--- src/rtl/alu_seq_pkg.sv ---
// Shared constants and types for the byte-ALU micro-program sequencer.
// Covers ALU opcodes, sequencer ops, status bit positions and the sequencer state enum.
package alu_seq_pkg;

    localparam logic [3:0] ALU_NOP    = 4'h0;
    localparam logic [3:0] ALU_LOAD   = 4'h1;
    localparam logic [3:0] ALU_ADD    = 4'h2;
    localparam logic [3:0] ALU_SUB    = 4'h3;
    localparam logic [3:0] ALU_ZERO   = 4'h4;
    localparam logic [3:0] ALU_ONE    = 4'h5;
    localparam logic [3:0] ALU_XOR    = 4'h6;
    localparam logic [3:0] ALU_NOT    = 4'h7;
    localparam logic [3:0] ALU_SHL    = 4'h8;
    localparam logic [3:0] ALU_SHR    = 4'h9;
    localparam logic [3:0] ALU_STATUS = 4'hF;

    localparam logic [3:0] OP_BZ   = 4'hA;
    localparam logic [3:0] OP_BNZ  = 4'hB;
    localparam logic [3:0] OP_JMP  = 4'hC;
    localparam logic [3:0] OP_HALT = 4'hD;
    localparam logic [3:0] OP_BC   = 4'hE;
    localparam logic [3:0] OP_RSVD = 4'hF;

    localparam int STAT_Z = 0;
    localparam int STAT_N = 1;
    localparam int STAT_C = 2;

    typedef enum logic [1:0] {
        ST_IDLE,
        ST_EXEC,
        ST_EVAL,
        ST_DONE
    } seq_state_e;

    function automatic logic is_alu_op(input logic [3:0] op);
        return (op <= ALU_SHR);
    endfunction

endpackage

--- src/rtl/alu_seq_prog_mem.sv ---
// Program store for the sequencer: DEPTH x 12-bit words, one synchronous write port
// and one asynchronous read port. Contents are not touched by reset.
module alu_seq_prog_mem #(
    parameter int DEPTH = 16,
    parameter int AW    = $clog2(DEPTH)
) (
    input  logic          clk,
    input  logic          we,
    input  logic [AW-1:0] waddr,
    input  logic [11:0]   wdata,
    input  logic [AW-1:0] raddr,
    output logic [11:0]   rdata
);

    logic [11:0] mem [DEPTH];

    always_ff @(posedge clk) begin
        if (we) begin
            mem[waddr] <= wdata;
        end
    end

    assign rdata = mem[raddr];

endmodule

--- src/rtl/alu_sequencer.sv ---
// Micro-program sequencer for the byte ALU: fetches {op,imm} words, issues ALU ops one
// per cycle, evaluates ALU status for branches and captures the accumulator on HALT.
module alu_sequencer
    import alu_seq_pkg::*;
#(
    parameter int DEPTH     = 16,
    parameter int MAX_STEPS = 255
) (
    input  logic                     clk,
    input  logic                     rst,
    input  logic                     prog_we,
    input  logic [$clog2(DEPTH)-1:0] prog_addr,
    input  logic [11:0]              prog_wdata,
    input  logic                     start,
    output logic                     busy,
    output logic                     done,
    output logic                     err,
    output logic [7:0]               result,
    output logic [3:0]               alu_opcode,
    output logic [7:0]               alu_data,
    input  logic [7:0]               alu_data_out
);

    localparam int AW = $clog2(DEPTH);
    localparam logic [7:0] STEP_LIMIT = 8'(MAX_STEPS - 1);

    seq_state_e    state, state_nxt;
    logic [AW-1:0] pc, pc_nxt;
    logic [7:0]    steps, steps_nxt;
    logic          err_nxt;
    logic [7:0]    result_nxt;
    logic [11:0]   word;
    logic [3:0]    op;
    logic [7:0]    imm;
    logic          taken;

    alu_seq_prog_mem #(
        .DEPTH (DEPTH),
        .AW    (AW)
    ) u_prog_mem (
        .clk   (clk),
        .we    (prog_we && (state == ST_IDLE)),
        .waddr (prog_addr),
        .wdata (prog_wdata),
        .raddr (pc),
        .rdata (word)
    );

    assign op  = word[11:8];
    assign imm = word[7:0];

    always_ff @(posedge clk) begin
        if (rst) begin
            state  <= ST_IDLE;
            pc     <= '0;
            steps  <= '0;
            err    <= 1'b0;
            result <= '0;
        end else begin
            state  <= state_nxt;
            pc     <= pc_nxt;
            steps  <= steps_nxt;
            err    <= err_nxt;
            result <= result_nxt;
        end
    end

    // In EVAL the branch word is still at mem[pc] and alu_data_out carries ALU status.
    always_comb begin
        taken = 1'b0;
        case (op)
            OP_BZ:   taken = alu_data_out[STAT_Z];
            OP_BNZ:  taken = !alu_data_out[STAT_Z];
            OP_BC:   taken = alu_data_out[STAT_C];
            default: taken = 1'b0;
        endcase
    end

    always_comb begin
        state_nxt  = state;
        pc_nxt     = pc;
        steps_nxt  = steps;
        err_nxt    = err;
        result_nxt = result;
        alu_opcode = ALU_NOP;
        alu_data   = '0;
        case (state)
            ST_IDLE: begin
                if (start) begin
                    pc_nxt    = '0;
                    steps_nxt = '0;
                    err_nxt   = 1'b0;
                    state_nxt = ST_EXEC;
                end
            end
            ST_EXEC: begin
                steps_nxt = steps + 8'd1;
                if ((steps == STEP_LIMIT) && (op != OP_HALT)) begin
                    // Watchdog abort: the pending instruction is dropped, not issued.
                    result_nxt = alu_data_out;
                    err_nxt    = 1'b1;
                    state_nxt  = ST_DONE;
                end else if (is_alu_op(op)) begin
                    alu_opcode = op;
                    alu_data   = imm;
                    pc_nxt     = pc + AW'(1);
                end else begin
                    case (op)
                        OP_BZ, OP_BNZ, OP_BC: begin
                            alu_opcode = ALU_STATUS;
                            state_nxt  = ST_EVAL;
                        end
                        OP_JMP:  pc_nxt = imm[AW-1:0];
                        OP_HALT: begin
                            result_nxt = alu_data_out;
                            state_nxt  = ST_DONE;
                        end
                        default: pc_nxt = pc + AW'(1);
                    endcase
                end
            end
            ST_EVAL: begin
                pc_nxt    = taken ? imm[AW-1:0] : pc + AW'(1);
                state_nxt = ST_EXEC;
            end
            ST_DONE: state_nxt = ST_IDLE;
            default: state_nxt = ST_IDLE;
        endcase
    end

    assign busy = (state != ST_IDLE);
    assign done = (state == ST_DONE);

endmodule

--- config.mk ---
export PLATFORM = sky130hd
export DESIGN_NAME = alu_sequencer
export DESIGN_NICKNAME = d
export VERILOG_FILES = /design/src/rtl/alu_seq_pkg.sv /design/src/rtl/alu_seq_prog_mem.sv /design/src/rtl/alu_sequencer.sv
export SDC_FILE = /design/constraint.sdc
export NUM_CORES = 1
export LEC_CHECK = 0
export CAP_MARGIN = 20
export CELL_PAD_IN_SITES_DETAIL_PLACEMENT = 1
export CELL_PAD_IN_SITES_GLOBAL_PLACEMENT = 1
export CORE_UTILIZATION = 35
export DETAILED_ROUTE_END_ITERATION = 10
export PLACE_DENSITY_LB_ADDON = 0.1
export SLEW_MARGIN = 30
export SYNTH_ARGS = -nofsm -noshare
export SYNTH_HDL_FRONTEND = slang
export SYNTH_SLANG_ARGS = --single-unit
--- constraint.sdc ---
create_clock -name clk -period 3.31 [get_ports clk]
set_input_delay 0.331 -clock clk [delete_from_list [all_inputs] [get_ports clk]]
set_output_delay 0.331 -clock clk [all_outputs]
set_load 0.05 [all_outputs]
==> results of run 1 <==
cell type report:
type                       count  share of cell area
antenna                        1            0.000222
clock buffer                  28              0.0602
clock inverter                19              0.0198
inverter                       7             0.00233
multi-input combinational    242               0.230
sequential                   219               0.559
tap                          330              0.0366
timing repair buffer         100              0.0915
stage by stage:
stage | std cells | setup WS [ns] | TNS [ns]
floorplan | 486 | 0.144 | 0
global placement | 888 | 0.201 | 0
detailed placement | 888 | 0.147 | 0
CTS | 944 | -0.00880 | -0.0151
global route | 945 | -0.0696 | -0.0729
finish | 946 | 0.0558 | 0
repair_timing:
item | 4_1_cts | 5_1_grt
pin swaps | 1 | 3
buffers inserted | 9 | 1
resized for setup | 12 | 12
setup endpoints to repair | 12 | 9
hold endpoints to repair | 0 | 0
cell families after synthesis:
| kind of cell | share of synthesized area |
|---|---|
| and+or+nand+nor | 0.0619 |
| xor gates and xnor gates | 0.00588 |
| adders and majority gates | 0.00980 |
| DFF | 0.705 |
| muxes | 0.163 |
| buffers and inverters | 0.0127 |
| AOI/OAI and AO/OA | 0.0417 |
how the worst max path moves through the flow:
stage | start | endpoint | slack (ns) | cells after the start
CTS | register | alu_data[3] | -0.009 | 7
finish | register | alu_opcode[0] | 0.06 | 10
detailed placement | register | register | 0.15 | 8
global route | register | alu_opcode[0] | -0.07 | 10
global placement | register | register | 0.20 | 8
floorplan | register | alu_opcode[1] | 0.14 | 7
metal layers:
layer  up-vias  GRT usage  share of wire
li1       2205          -              -
met1      2565      0.233           0.45
met2        99      0.288           0.50
met3        28     0.0273          0.042
met4         0     0.0463          0.016
met5         -          0              0
power groups by stage:
stage / sequential [mW] / clock [mW] / combinational (mW)
after floorplan: 3.11 / 0 / 0.232
after global placement: 3.11 / 0 / 0.425
after detailed placement: 3.12 / 0 / 0.432
after CTS: 3.05 / 3.04 / 0.460
after global routing: 3.05 / 3.15 / 0.499
final: 3.05 / 2.96 / 0.462
placed cells by master (no fill, tap or decap), types with 4 or more instances in the layout:
master                            Yosys  layout
sky130_fd_sc_hd__a21oi_1              9       9
sky130_fd_sc_hd__and3_1               9       4
sky130_fd_sc_hd__and3_4               0       5
sky130_fd_sc_hd__buf_12               0      14
sky130_fd_sc_hd__buf_4                1      46
sky130_fd_sc_hd__bufinv_16            0       5
sky130_fd_sc_hd__clkbuf_16            0      27
sky130_fd_sc_hd__clkdlybuf4s50_1      0      38
sky130_fd_sc_hd__clkinv_1             0       4
sky130_fd_sc_hd__clkinv_2             0       7
sky130_fd_sc_hd__dfxtp_1             27      24
sky130_fd_sc_hd__edfxtp_1           192     192
sky130_fd_sc_hd__ha_1                 7       7
sky130_fd_sc_hd__inv_1                7       7
sky130_fd_sc_hd__mux2i_1             13      13
sky130_fd_sc_hd__mux4_2              51      54
sky130_fd_sc_hd__nand2_1             24      23
sky130_fd_sc_hd__nand4_1              5       5
sky130_fd_sc_hd__nor2_1              38      36
sky130_fd_sc_hd__nor3_1              12       7
sky130_fd_sc_hd__nor3_2               0       5
sky130_fd_sc_hd__o21ai_0              5       5
sky130_fd_sc_hd__o2bb2ai_1            4       4
sky130_fd_sc_hd__xor2_1               5       5
sequential cells by signal (all words and copies together) (netlist names), named ones only:
register        cells
pc                  4
state               2
steps               8
result              8
err                 1
u_prog_mem.mem    192
worst max-delay path, delay by kind of cell, from the launching register on:
family,cells,cell delay (ns)
DFF,1,0.35
and+or+nand+nor,1,0.06
muxes,3,1.08
buffers and inverters,4,0.66
AOI/OAI and AO/OA,2,0.25
==> metrics.md, run 1 <==
| Metric | Value |
|---|---|
| Post-synthesis cell area | between 8000 and 9000 um^2 |
| Final period utilization | 0.983 |
| Clock tree root buffer cell | sky130_fd_sc_hd__clkbuf_16 |
| Number of max-cap violations | 0 |
| Average cell area after synthesis | 18.4 um^2 |
| Synthesis warning total | 0 |
| Top post-synthesis cells by count | 192 x sky130_fd_sc_hd__edfxtp_1, 51 x sky130_fd_sc_hd__mux4_2, 38 x sky130_fd_sc_hd__nor2_1 |
| Slowest CP cell | sky130_fd_sc_hd__mux4_2 |
| Cell-by-cell trace of the critical path | buf_12 > buf_12 > mux4_2 > mux2_2 > mux2i_4 > buf_4 > a21oi_1 > a21oi_1 > nor2_1 > buf_4 |
| Summed area of non-filler cells in the final layout | ~11,000 um^2 |
| Count of state elements after synthesis | between 200 and 250 |
| Synth cell types | 53 |
| Sw Ratio | 0.212 |
| Most common cell in the synthesized netlist | sky130_fd_sc_hd__edfxtp_1 |
| GPL Wtd Cong | between 0.7 and 0.8 |
| Sort of element at the start of the critical path | register |
| Highest clock frequency the design can meet | just over 0.3 GHz |
| Overall global routing resource usage | 0.172 |
| Critical Path Max Stage Delay | 0.55 ns |
| EDFF count, synth | 192 |
| Sum of overflow across all layers after global routing | 0 |
| Clock network fraction of total power | 0.458 |
| Power density of the placed cells | 574 nW/um^2 |
| Min-delay worst type | primary input to register |
| Design internal power | slightly above 5 mW |
| Peak VDD IR | 0.419 mV |
| Final Hold Violating Endpoints | 0 |
| Total nets after synthesis | ~520 |
| Nets | around 630 |
| Die Outline Area | around 26,000 um^2 |
| Critical Setup Path Class | register to output port |
| Flop pwr share | 0.471 |
| Library cell occupying the most area in the post-synthesis netlist | sky130_fd_sc_hd__edfxtp_1 |
| Area inside the core boundary | 25,100 um^2 |
| Clock Pin Slew Worst Setup and Hold Paths | around 0.06 ns |
| Crit. End Element | output port |
| Max FO, Critical Path | 13 |
| Worst Hold Slack | 0.426 ns |
| Detailed-router iteration count before antenna repair | 4 |
| I/O pin total | between 50 and 60 |
| Final Critical Period | between 3 and 4 ns |
| Cell count after synthesis | a little under 500 |
| CTS tree | built |
| Via count of the first global-routing pass | 5,304 |
| Initial core utilization | 0.356 |
| Reg area | 6310 um^2 |
| Hold-fix buffers at CTS | 0 |
| Area post-placement | between 10,000 and 15,000 um^2 |
| Hold Startpoint | alu_data_out[5] |
| Count of buffers from port buffering | 50 |
| Proportion of netlist area held by the largest area contributor | 0.645 |
| Wire length of the first global-routing pass | 32,800 um |
| Combinational share of power | 0.071 |
| Depth of the most critical reg-to-reg path | 10 |
| Worst-Margin Slew | about 0.64 ns |
| TritonCTS Sinks | roughly 220 |
| Area taken by multi-input logic gates | 2590 um^2 |
| Outcome | completed |
| Post-synthesis to final-layout area growth | 26.2% |
| Final setup violation count | 0 |
| Required @ worst endpoint | roughly 3.0 ns |
| Register area share after synthesis | 0.705 |
| Horizontal die dimension | around 160 um |
| Unrepaired setup endpoints after global routing | true |
| Wire length after detailed routing | 21,800 um |
| Maximum buffer depth of the clock tree | 3 |
| Sink of the worst hold path | result[5] |
| Hold Path Stages | 3 |
| DP HPWL | ~15,000 um |
| Source-to-sink clock delay at the later pin of the worst-skew pair | 0.52 ns |
| Final Skew | between 0.015 and 0.02 ns |
| # rows | 58 |
| Most used flip-flop cell after synthesis | sky130_fd_sc_hd__edfxtp_1 |
| Slew Viols, Final | 0 |
| Slew headroom | 0.572 |
| End-of-flow core utilization | 0.450 |
| Largest net degree at the start of global routing | 19 |
| Static Leakage | between 3 and 4 nW |
| Reg2reg setup slack | 0.31 ns |
| Largest cells by area after synthesis | sky130_fd_sc_hd__edfxtp_1 64%, sky130_fd_sc_hd__mux4_2 13%, sky130_fd_sc_hd__dfxtp_1 6.0% |
| Post-synth ARST share | 0 |
| Violation count after the first detailed-route iteration | between 200 and 300 |
| Power spent charging and discharging nets | roughly 1.4 mW |
| DRC | 0 |
| Vias after detailed routing | ~4,900 |
| TritonCTS Buffers | 26 |
| Number of filler instances in the final layout | 2,399 |
| Initial antenna violation count | 0 |
| Power after layout | 6.48 mW |
| Number of H-tree levels | 1 |
| Data arrival at the endpoint of the critical path | just under 3 ns |
| Mean routed wirelength per cell | between 20 and 25 um |
| Detail-routed via count per cell | slightly above 5 |
| Share of cells above drive strength 1 | 0.306 |
| Number of nets with antenna violations after routing | 0 |
| Height of the chip | approximately 160 um |
Power figures use the tool's default switching activity.
==> run 2: changes to the inputs <==
--- a/config.mk
+++ b/config.mk
@@ -6,8 +6,8 @@
 export NUM_CORES = 1
 export LEC_CHECK = 0
 export CAP_MARGIN = 20
-export CELL_PAD_IN_SITES_DETAIL_PLACEMENT = 1
-export CELL_PAD_IN_SITES_GLOBAL_PLACEMENT = 1
+export CELL_PAD_IN_SITES_DETAIL_PLACEMENT = 0
+export CELL_PAD_IN_SITES_GLOBAL_PLACEMENT = 2
 export CORE_UTILIZATION = 35
 export DETAILED_ROUTE_END_ITERATION = 10
 export PLACE_DENSITY_LB_ADDON = 0.1
@@ -15,3 +15,4 @@
 export SYNTH_ARGS = -nofsm -noshare
 export SYNTH_HDL_FRONTEND = slang
 export SYNTH_SLANG_ARGS = --single-unit
+export TNS_END_PERCENT = 100
==> run 2 against run 1 <==
Non-clock buffer count decreased by 12. Clock power decreased by 18%. Via count decreased by 2.0%. Hold slack better by 0.0089 ns. Fmax grew 1.5%. Global-route usage shrank 0.56 points. Critical path depth decreased by 2. Die area unchanged. Sequential cell count is the same. Clock skew grew 0.0018 ns. Largest power group unchanged. Critical endpoint is now alu_data[5]. Setup slack better by 0.047 ns.
==> metrics.md, run 2 (synthesized netlist as in run 1, its figures left out) <==
| Metric | Value |
|---|---|
| Outcome | completed |
| Commonest non-fill, non-tap cell in the layout | sky130_fd_sc_hd__edfxtp_1 |
| DP HPWL | 13,100 um (-11%) |
| Maximum buffer depth of the clock tree | 3 (unchanged) |
| Count of buffers from port buffering | 50 (unchanged) |
| Hold Startpoint | alu_data_out[5] |
| Summed area of non-filler cells in the final layout | 11,000 um^2 (-2.3%) |
| Mean routed wirelength per cell | 23.0 um (about the same) |
| Sort of element at the start of the critical path | register |
| Horizontal die dimension | 162 um (unchanged) |
| Wire length of the first global-routing pass | 31,700 um (-3.3%) |
| Clock tree root buffer cell | sky130_fd_sc_hd__clkbuf_16 |
| Slowest CP cell | sky130_fd_sc_hd__mux4_2 |
| Slew headroom | 0.563 (-0.00913) |
| TritonCTS Buffers | 24 (-7.7%) |
| Number of max-cap violations | 0 (unchanged) |
| Flop pwr share | 0.514 (+0.043) |
| Number of nets with antenna violations after routing | 0 (unchanged) |
| Final worst slack | 0.103 ns (+0.0469 ns) |
| Detail-routed via count per cell | 5.18 (about the same) |
| Final Instance Count excl. Fillers | 927 (-2.0%) |
| Min-delay worst type | primary input to register |
| Peak VDD IR | 0.315 mV (-25%) |
| Number of filler instances in the final layout | 2,246 (-6.4%) |
| Final period utilization | 0.969 (-0.0142) |
| CP Buf/Inv Count | 3 (-1) |
| Source-to-sink clock delay at the later pin of the worst-skew pair | 0.53 ns (about the same) |
| Static Leakage | 3.57 nW (-4.3%) |
| Vias after detailed routing | 4,801 (-2.0%) |
| Initial antenna violation count | 0 (unchanged) |
| Worst Hold Slack | 0.435 ns (+0.00889 ns) |
| Combinational share of power | 0.075 (+0.004) |
| Largest registers | u_prog_mem.mem (192), result (8), steps (8) |
| Final setup violation count | 0 (unchanged) |
| Hold Path Stages | 3 (unchanged) |
| Required @ worst endpoint | 2.98 ns (about the same) |
| Number of flip-flops in the largest register | 192 (unchanged) |
| Area post-placement | 10,100 um^2 (-0.86%) |
| Largest Register | u_prog_mem.mem |
| Critical Setup Path Class | register to output port |
| Sw Ratio | 0.220 (+0.00779) |
| Reg2reg setup slack | 0.35 ns (+0.04 ns) |
| Depth of the most critical reg-to-reg path | 8 (-2) |
| Detailed-router iteration count before antenna repair | 4 (unchanged) |
| Pre-CTS setup slack | 0.233 ns (+0.0856 ns) |
| Slew Viols, Final | 0 (unchanged) |
| Final Skew | 0.0187 ns (+0.00177 ns) |
| Power spent charging and discharging nets | 1.30 mW (-5.0%) |
| Worst-Margin Slew | 0.653 ns (+0.0117 ns) |
| Leading cell types in the layout, fill and taps excluded | 192 x sky130_fd_sc_hd__edfxtp_1, 53 x sky130_fd_sc_hd__mux4_2, 38 x sky130_fd_sc_hd__clkdlybuf4s50_1, 36 x sky130_fd_sc_hd__nor2_1, 33 x sky130_fd_sc_hd__buf_4 |
| Final Critical Period | 3.21 ns (-0.0469 ns) |
| GPL Wtd Cong | 0.749 (-2.4%) |
| Area inside the core boundary | 25,100 um^2 (unchanged) |
| Height of the chip | 162 um (unchanged) |
| Die Outline Area | 26,200 um^2 (unchanged) |
| Power density of the placed cells | 538 nW/um^2 (-6.2%) |
| Antenna diode count | 0 (-1) |
| Initial core utilization | 0.356 (unchanged) |
| Final Hold Violating Endpoints | 0 (unchanged) |
| I/O pin total | 51 (unchanged) |
| # rows | 58 (unchanged) |
| Design internal power | 4.63 mW (-9.2%) |
| Nets | 617 (-2.2%) |
| Cell-by-cell trace of the critical path | buf_4 > mux4_2 > a22o_1 > a221o_1 > nand2_2 > buf_6 > and3_4 > buf_12 |
| Number of H-tree levels | 1 (unchanged) |
| Post-synthesis to final-layout area growth | 23.3% |
| Hold-fix buffers at CTS | 0 (unchanged) |
| Sum of negative setup slack | 0 ns (unchanged) |
| Sink of the worst hold path | result[5] |
| Kind of cell adding the most delay to the critical path | compound AO/OA/AOI/OAI gates |
| Clock Pin Slew Worst Setup and Hold Paths | 0.06 ns (about the same) |
| DRC | 0 (unchanged) |
| Largest net degree at the start of global routing | 29 (+10) |
| Path length in cells of the critical path | 8 (-2) |
| Violation count after the first detailed-route iteration | 390 (+48%) |
| Sum of overflow across all layers after global routing | 0 (unchanged) |
| TritonCTS Sinks | 219 (unchanged) |
| Capture instance of the worst register-to-register path | pc[1] |
| Max FO, Critical Path | 8 (-5) |
| Data arrival at the endpoint of the critical path | 2.88 ns (-0.04 ns) |
| Overall global routing resource usage | 0.166 (-0.00556) |
| Wire length after detailed routing | 21,300 um (-1.9%) |
| Clock network fraction of total power | 0.411 (-0.047) |
| Post-placement cell count | 878 (-1.1%) |
| CTS tree | built |
| Share of cells above drive strength 1 | 0.276 (-0.0293) |
| Crit. End Element | output port |
| Critical Path Max Stage Delay | 0.52 ns (-0.03 ns) |
| Via count of the first global-routing pass | 4,878 (-8.0%) |
| Highest clock frequency the design can meet | 0.312 GHz (+1.5%) |
-- run 2: cell types whose count changed in the layout (fill, tap and decap cells not counted), moves of 2 or more --
cell and delta:
sky130_fd_sc_hd__and3_4 +3, sky130_fd_sc_hd__clkbuf_1 +3, sky130_fd_sc_hd__bufinv_16 -4, sky130_fd_sc_hd__clkinv_2 -4, sky130_fd_sc_hd__and3_1 -3, sky130_fd_sc_hd__clkbuf_16 -3, sky130_fd_sc_hd__clkinv_1 +4, sky130_fd_sc_hd__buf_6 +3
sky130_fd_sc_hd__clkinvlp_4 -2, sky130_fd_sc_hd__buf_12 -2, sky130_fd_sc_hd__buf_4 -13
-- run 2: per-stage QoR --
step | utilization | power [mW]
2_1_floorplan | - | 3.34
3_3_place_gp | 0.403 | 3.53
3_5_place_dp | 0.403 | 3.54
4_1_cts | 0.435 | 6.00
5_1_grt | 0.439 | 6.15
6_report | 0.439 | 5.94
-- run 2: area by class of cell --
class                           instances  area, um^2  area share
Sequential cell                       219        6310       0.573
Multi-Input combinational cell        242        2630       0.238
Timing Repair Buffer                   88         927      0.0841
Clock buffer                           28         616      0.0558
Tap cell                              330         413      0.0374
Clock inverter                         13         105     0.00953
Inverter                                7        26.3     0.00238
-- run 2: worst max path at each step --
| stage | start | endpoint |
|---|---|---|
| after global routing | register | alu_data[5] |
| after floorplan | register | alu_opcode[1] |
| after global placement | register | register |
| after CTS | register | alu_data[5] |
| after detailed placement | register | register |
| final | register | alu_data[5] |
-- run 2: routing by layer --
metal	up-vias	global-route usage	wire, um
met3	25	0.0240	738
met4	0	0.0343	381
li1	2181	-	-
met1	2511	0.227	9580
met2	84	0.282	10600
met5	-	0	0
-- run 2: what timing repair did --
action,4_1_cts,5_1_grt
cloned,0,0
pin swaps,2,3
setup endpoints to repair,11,12
setup buffers,6,2
resized for setup,8,20
-- run 2: worst register-to-register path, stage by stage (launching register included) --
cell	delay, ns
sky130_fd_sc_hd__dfxtp_4	0.41
sky130_fd_sc_hd__buf_4	0.18
sky130_fd_sc_hd__mux4_2	0.52
sky130_fd_sc_hd__a22o_1	0.27
sky130_fd_sc_hd__a221o_1	0.38
sky130_fd_sc_hd__a211o_1	0.36
sky130_fd_sc_hd__or2_4	0.27
sky130_fd_sc_hd__a311oi_1	0.32
sky130_fd_sc_hd__o2bb2ai_1	0.14
-- run 2: power groups by stage --
stage          registers (mW)  clock network (mW)  logic [mW]
6_report                 3.05                2.44       0.447
5_1_grt                  3.05                2.62       0.483
4_1_cts                  3.05                2.51       0.441
3_5_place_dp             3.11                   0       0.423
3_3_place_gp             3.11                   0       0.418
2_1_floorplan            3.11                   0       0.232
==> run 3: changes to the inputs <==
==> constraint.sdc (replaced) <==
create_clock -name clk -period 3.31 [get_ports clk]
set_input_delay 0.331 -clock clk [delete_from_list [all_inputs] [get_ports clk]]
set_output_delay 0.331 -clock clk [all_outputs]
set_load 0.1 [all_outputs]
==> run 3 against run 2 <==
Routed wire length increased by 1.6%. Die area unchanged. Utilization up 0.79 points. Sequential power about the same. Sequential cell count did not move. Power grew 5.0%. Sequential share of layout area fell by 1.0 points. Combinational power rose by 15%. Global-route usage increased by 0.22 points. Clock skew down 0.0080 ns. First-iteration DRC count shrank 7.2%. Critical path type unchanged. Largest power group unchanged.
==> metrics.md, run 3 (synthesized netlist as in run 1, its figures left out) <==
| Metric | Value |
|---|---|
| Top cell by count, worst path | sky130_fd_sc_hd__buf_12 |
| Number of filler instances in the final layout | 2,252 (+0.27%) |
| Static Leakage | 3.69 nW (+3.2%) |
| Height of the chip | 162 um (unchanged) |
| I/O pin total | 51 (unchanged) |
| Kind of cell adding the most delay to the critical path | compound AO/OA/AOI/OAI gates |
| Overall global routing resource usage | 0.168 (+0.00216) |
| Sort of element at the start of the critical path | register |
| CTS tree | built |
| Largest Register | u_prog_mem.mem |
| Nets | 625 (+1.3%) |
| Share of cells above drive strength 1 | 0.311 (+0.0350) |
| Critical Path Max Stage Delay | 0.52 ns (about the same) |
| Summed area of non-filler cells in the final layout | 11,200 um^2 (+1.8%) |
| Clock Pin Slew Worst Setup and Hold Paths | 0.06 ns (about the same) |
| TritonCTS Sinks | 219 (unchanged) |
| TritonCTS Buffers | 25 (+4.2%) |
| Number of max-cap violations | 0 (unchanged) |
| CP Buf/Inv Count | 4 (+1) |
| Sink of the worst hold path | result[6] |
| Initial antenna violation count | 0 (unchanged) |
| Hold Startpoint | alu_data_out[6] |
| Number of nets with antenna violations after routing | 0 (unchanged) |
| Detailed-router iteration count before antenna repair | 5 (+1) |
| Commonest non-fill, non-tap cell in the layout | sky130_fd_sc_hd__edfxtp_1 |
| Count of buffers from port buffering | 50 (unchanged) |
| Path length in cells of the critical path | 9 (+1) |
| Final Critical Period | 3.23 ns (+0.0195 ns) |
| Max FO, Critical Path | 8 (unchanged) |
| Highest clock frequency the design can meet | 0.310 GHz (-0.60%) |
| Post-synthesis to final-layout area growth | 25.5% |
| # rows | 58 (unchanged) |
| Horizontal die dimension | 162 um (unchanged) |
| Violation count after the first detailed-route iteration | 362 (-7.2%) |
| Detail-routed via count per cell | 5.20 (+0.38%) |
| Data arrival at the endpoint of the critical path | 2.90 ns (+0.02 ns) |
| Final worst slack | 0.0833 ns (-0.0195 ns) |
| Hold-fix buffers at CTS | 0 (unchanged) |
| Sum of overflow across all layers after global routing | 0 (unchanged) |
| Slew headroom | 0.339 (-0.225) |
| Required @ worst endpoint | 2.98 ns (about the same) |
| Number of flip-flops in the largest register | 192 (unchanged) |
| Final Skew | 0.0108 ns (-0.00795 ns) |
| Min-delay worst type | primary input to register |
| Largest net degree at the start of global routing | 33 (+14%) |
| Via count of the first global-routing pass | 5,132 (+5.2%) |
| DRC | 0 (unchanged) |
| Cell-by-cell trace of the critical path | buf_12 > mux4_2 > a22o_4 > a221o_1 > nand2_2 > buf_6 > buf_12 > and3_4 > buf_12 |
| Final period utilization | 0.975 (+0.00588) |
| Maximum buffer depth of the clock tree | 3 (unchanged) |
| Unrepaired setup endpoints after global routing | true |
| Capture instance of the worst register-to-register path | pc[2] |
| Hold Path Stages | 3 (unchanged) |
| DP HPWL | 13,600 um (+4.2%) |
| Area taken by multi-input logic gates | 2660 um^2 (+1.3%) |
| Wire length of the first global-routing pass | 32,100 um (+1.2%) |
| Number of H-tree levels | 1 (unchanged) |
| Crit. End Element | output port |
| Outcome | completed |
| Power density of the placed cells | 555 nW/um^2 (+3.2%) |
| Largest registers | u_prog_mem.mem (192), result (8), steps (8) |
| Leading cell types in the layout, fill and taps excluded | 192 x sky130_fd_sc_hd__edfxtp_1, 52 x sky130_fd_sc_hd__mux4_2, 39 x sky130_fd_sc_hd__buf_4, 36 x sky130_fd_sc_hd__clkdlybuf4s50_1, 35 x sky130_fd_sc_hd__nor2_1 |
| Mean routed wirelength per cell | 23.1 um (+0.54%) |
| Clock tree root buffer cell | sky130_fd_sc_hd__clkbuf_16 |
| Antenna diode count | 0 (unchanged) |
| Slowest CP cell | sky130_fd_sc_hd__mux4_2 |
| Pre-CTS setup slack | 0.285 ns (+0.0517 ns) |
| Peak VDD IR | 0.335 mV (+6.3%) |
| Depth of the most critical reg-to-reg path | 10 (+2) |
| GPL Wtd Cong | 0.739 (-1.4%) |
| Area inside the core boundary | 25,100 um^2 (unchanged) |
| Die Outline Area | 26,200 um^2 (unchanged) |
| Worst-Margin Slew | 0.989 ns (+0.336 ns) |
| Area post-placement | 10,200 um^2 (+0.37%) |
| Wire length after detailed routing | 21,700 um (+1.6%) |
| Reg area | 6310 um^2 (about the same) |
| Final setup violation count | 0 (unchanged) |
| Source-to-sink clock delay at the later pin of the worst-skew pair | 0.53 ns (about the same) |
| Final Hold Violating Endpoints | 0 (unchanged) |
| Critical Setup Path Class | register to output port |
| Vias after detailed routing | 4,871 (+1.5%) |
| Initial core utilization | 0.356 (unchanged) |
| Slew Viols, Final | 0 (unchanged) |
| Reg2reg setup slack | 0.18 ns (-0.17 ns) |
[run 3: changes by cell type in the layout (fill, tap and decap cells not counted), moves of 2 or more]
cell	previous run	this run
sky130_fd_sc_hd__a21oi_1	9	7
sky130_fd_sc_hd__a21oi_2	0	2
sky130_fd_sc_hd__buf_12	12	15
sky130_fd_sc_hd__buf_4	33	39
sky130_fd_sc_hd__clkbuf_1	4	1
sky130_fd_sc_hd__clkdlybuf4s50_1	38	36
sky130_fd_sc_hd__clkinv_1	8	2
sky130_fd_sc_hd__clkinv_2	3	10
[run 3: worst register-to-register path, cell delays in order (launching register included)]
cell and delay, ns:
sky130_fd_sc_hd__dfxtp_4 0.44, sky130_fd_sc_hd__buf_12 0.14, sky130_fd_sc_hd__mux4_2 0.50, sky130_fd_sc_hd__a22o_4 0.29, sky130_fd_sc_hd__a221o_1 0.32, sky130_fd_sc_hd__buf_6 0.14
sky130_fd_sc_hd__buf_4 0.13, sky130_fd_sc_hd__a211o_1 0.31, sky130_fd_sc_hd__or2_4 0.27, sky130_fd_sc_hd__a311oi_1 0.30, sky130_fd_sc_hd__o2bb2ai_1 0.15
[run 3: layout make-up]
class	instances	area share
tap	330	0.0368
multi-input combinational	242	0.237
timing repair buffer	95	0.0903
sequential	219	0.562
clock buffer	26	0.0561
clock inverter	18	0.0153
inverter	7	0.00234
[run 3: layer usage]
layer / wire length (um) / track usage
met2: 11200 / 0.297
met3: 772 / 0.0260
met5: 0 / 0
met1: 9270 / 0.216
met4: 481 / 0.0442
[run 3: worst max path at each step]
stage	slack, ns	endpoint	startpoint
floorplan	0.02	alu_opcode[1]	register
global placement	0.29	alu_data[2]	register
detailed placement	0.28	alu_data[2]	register
CTS	0.02	alu_data[2]	register
global route	-0.03	alu_opcode[0]	register
finish	0.08	alu_data[5]	register
[run 3: metrics by stage]
step / instances / hold WS, ns / total power [mW] / TNS, ns / utilization
floorplan: 486 / 0.404 / 3.39 / 0 / -
global placement: 880 / 0.457 / 3.59 / 0 / 0.405
detailed placement: 880 / 0.472 / 3.60 / 0 / 0.405
CTS: 932 / 0.407 / 6.30 / 0 / 0.441
global route: 937 / 0.432 / 6.44 / -0.196 / 0.447
finish: 937 / 0.423 / 6.23 / 0 / 0.447
[run 3: repair_timing]
item                       in CTS  in global routing
setup buffers                   8                  5
gates resized for setup         5                 20
setup endpoints to repair      11                 11
pin swaps                       0                  4
[run 3: power breakdown]
part / internal [mW] / total (mW) / switching, mW
Clock: 1.55 / 2.67 / 1.11
Combinational: 0.205 / 0.515 / 0.310
Sequential: 3.04 / 3.05 / 0.0159
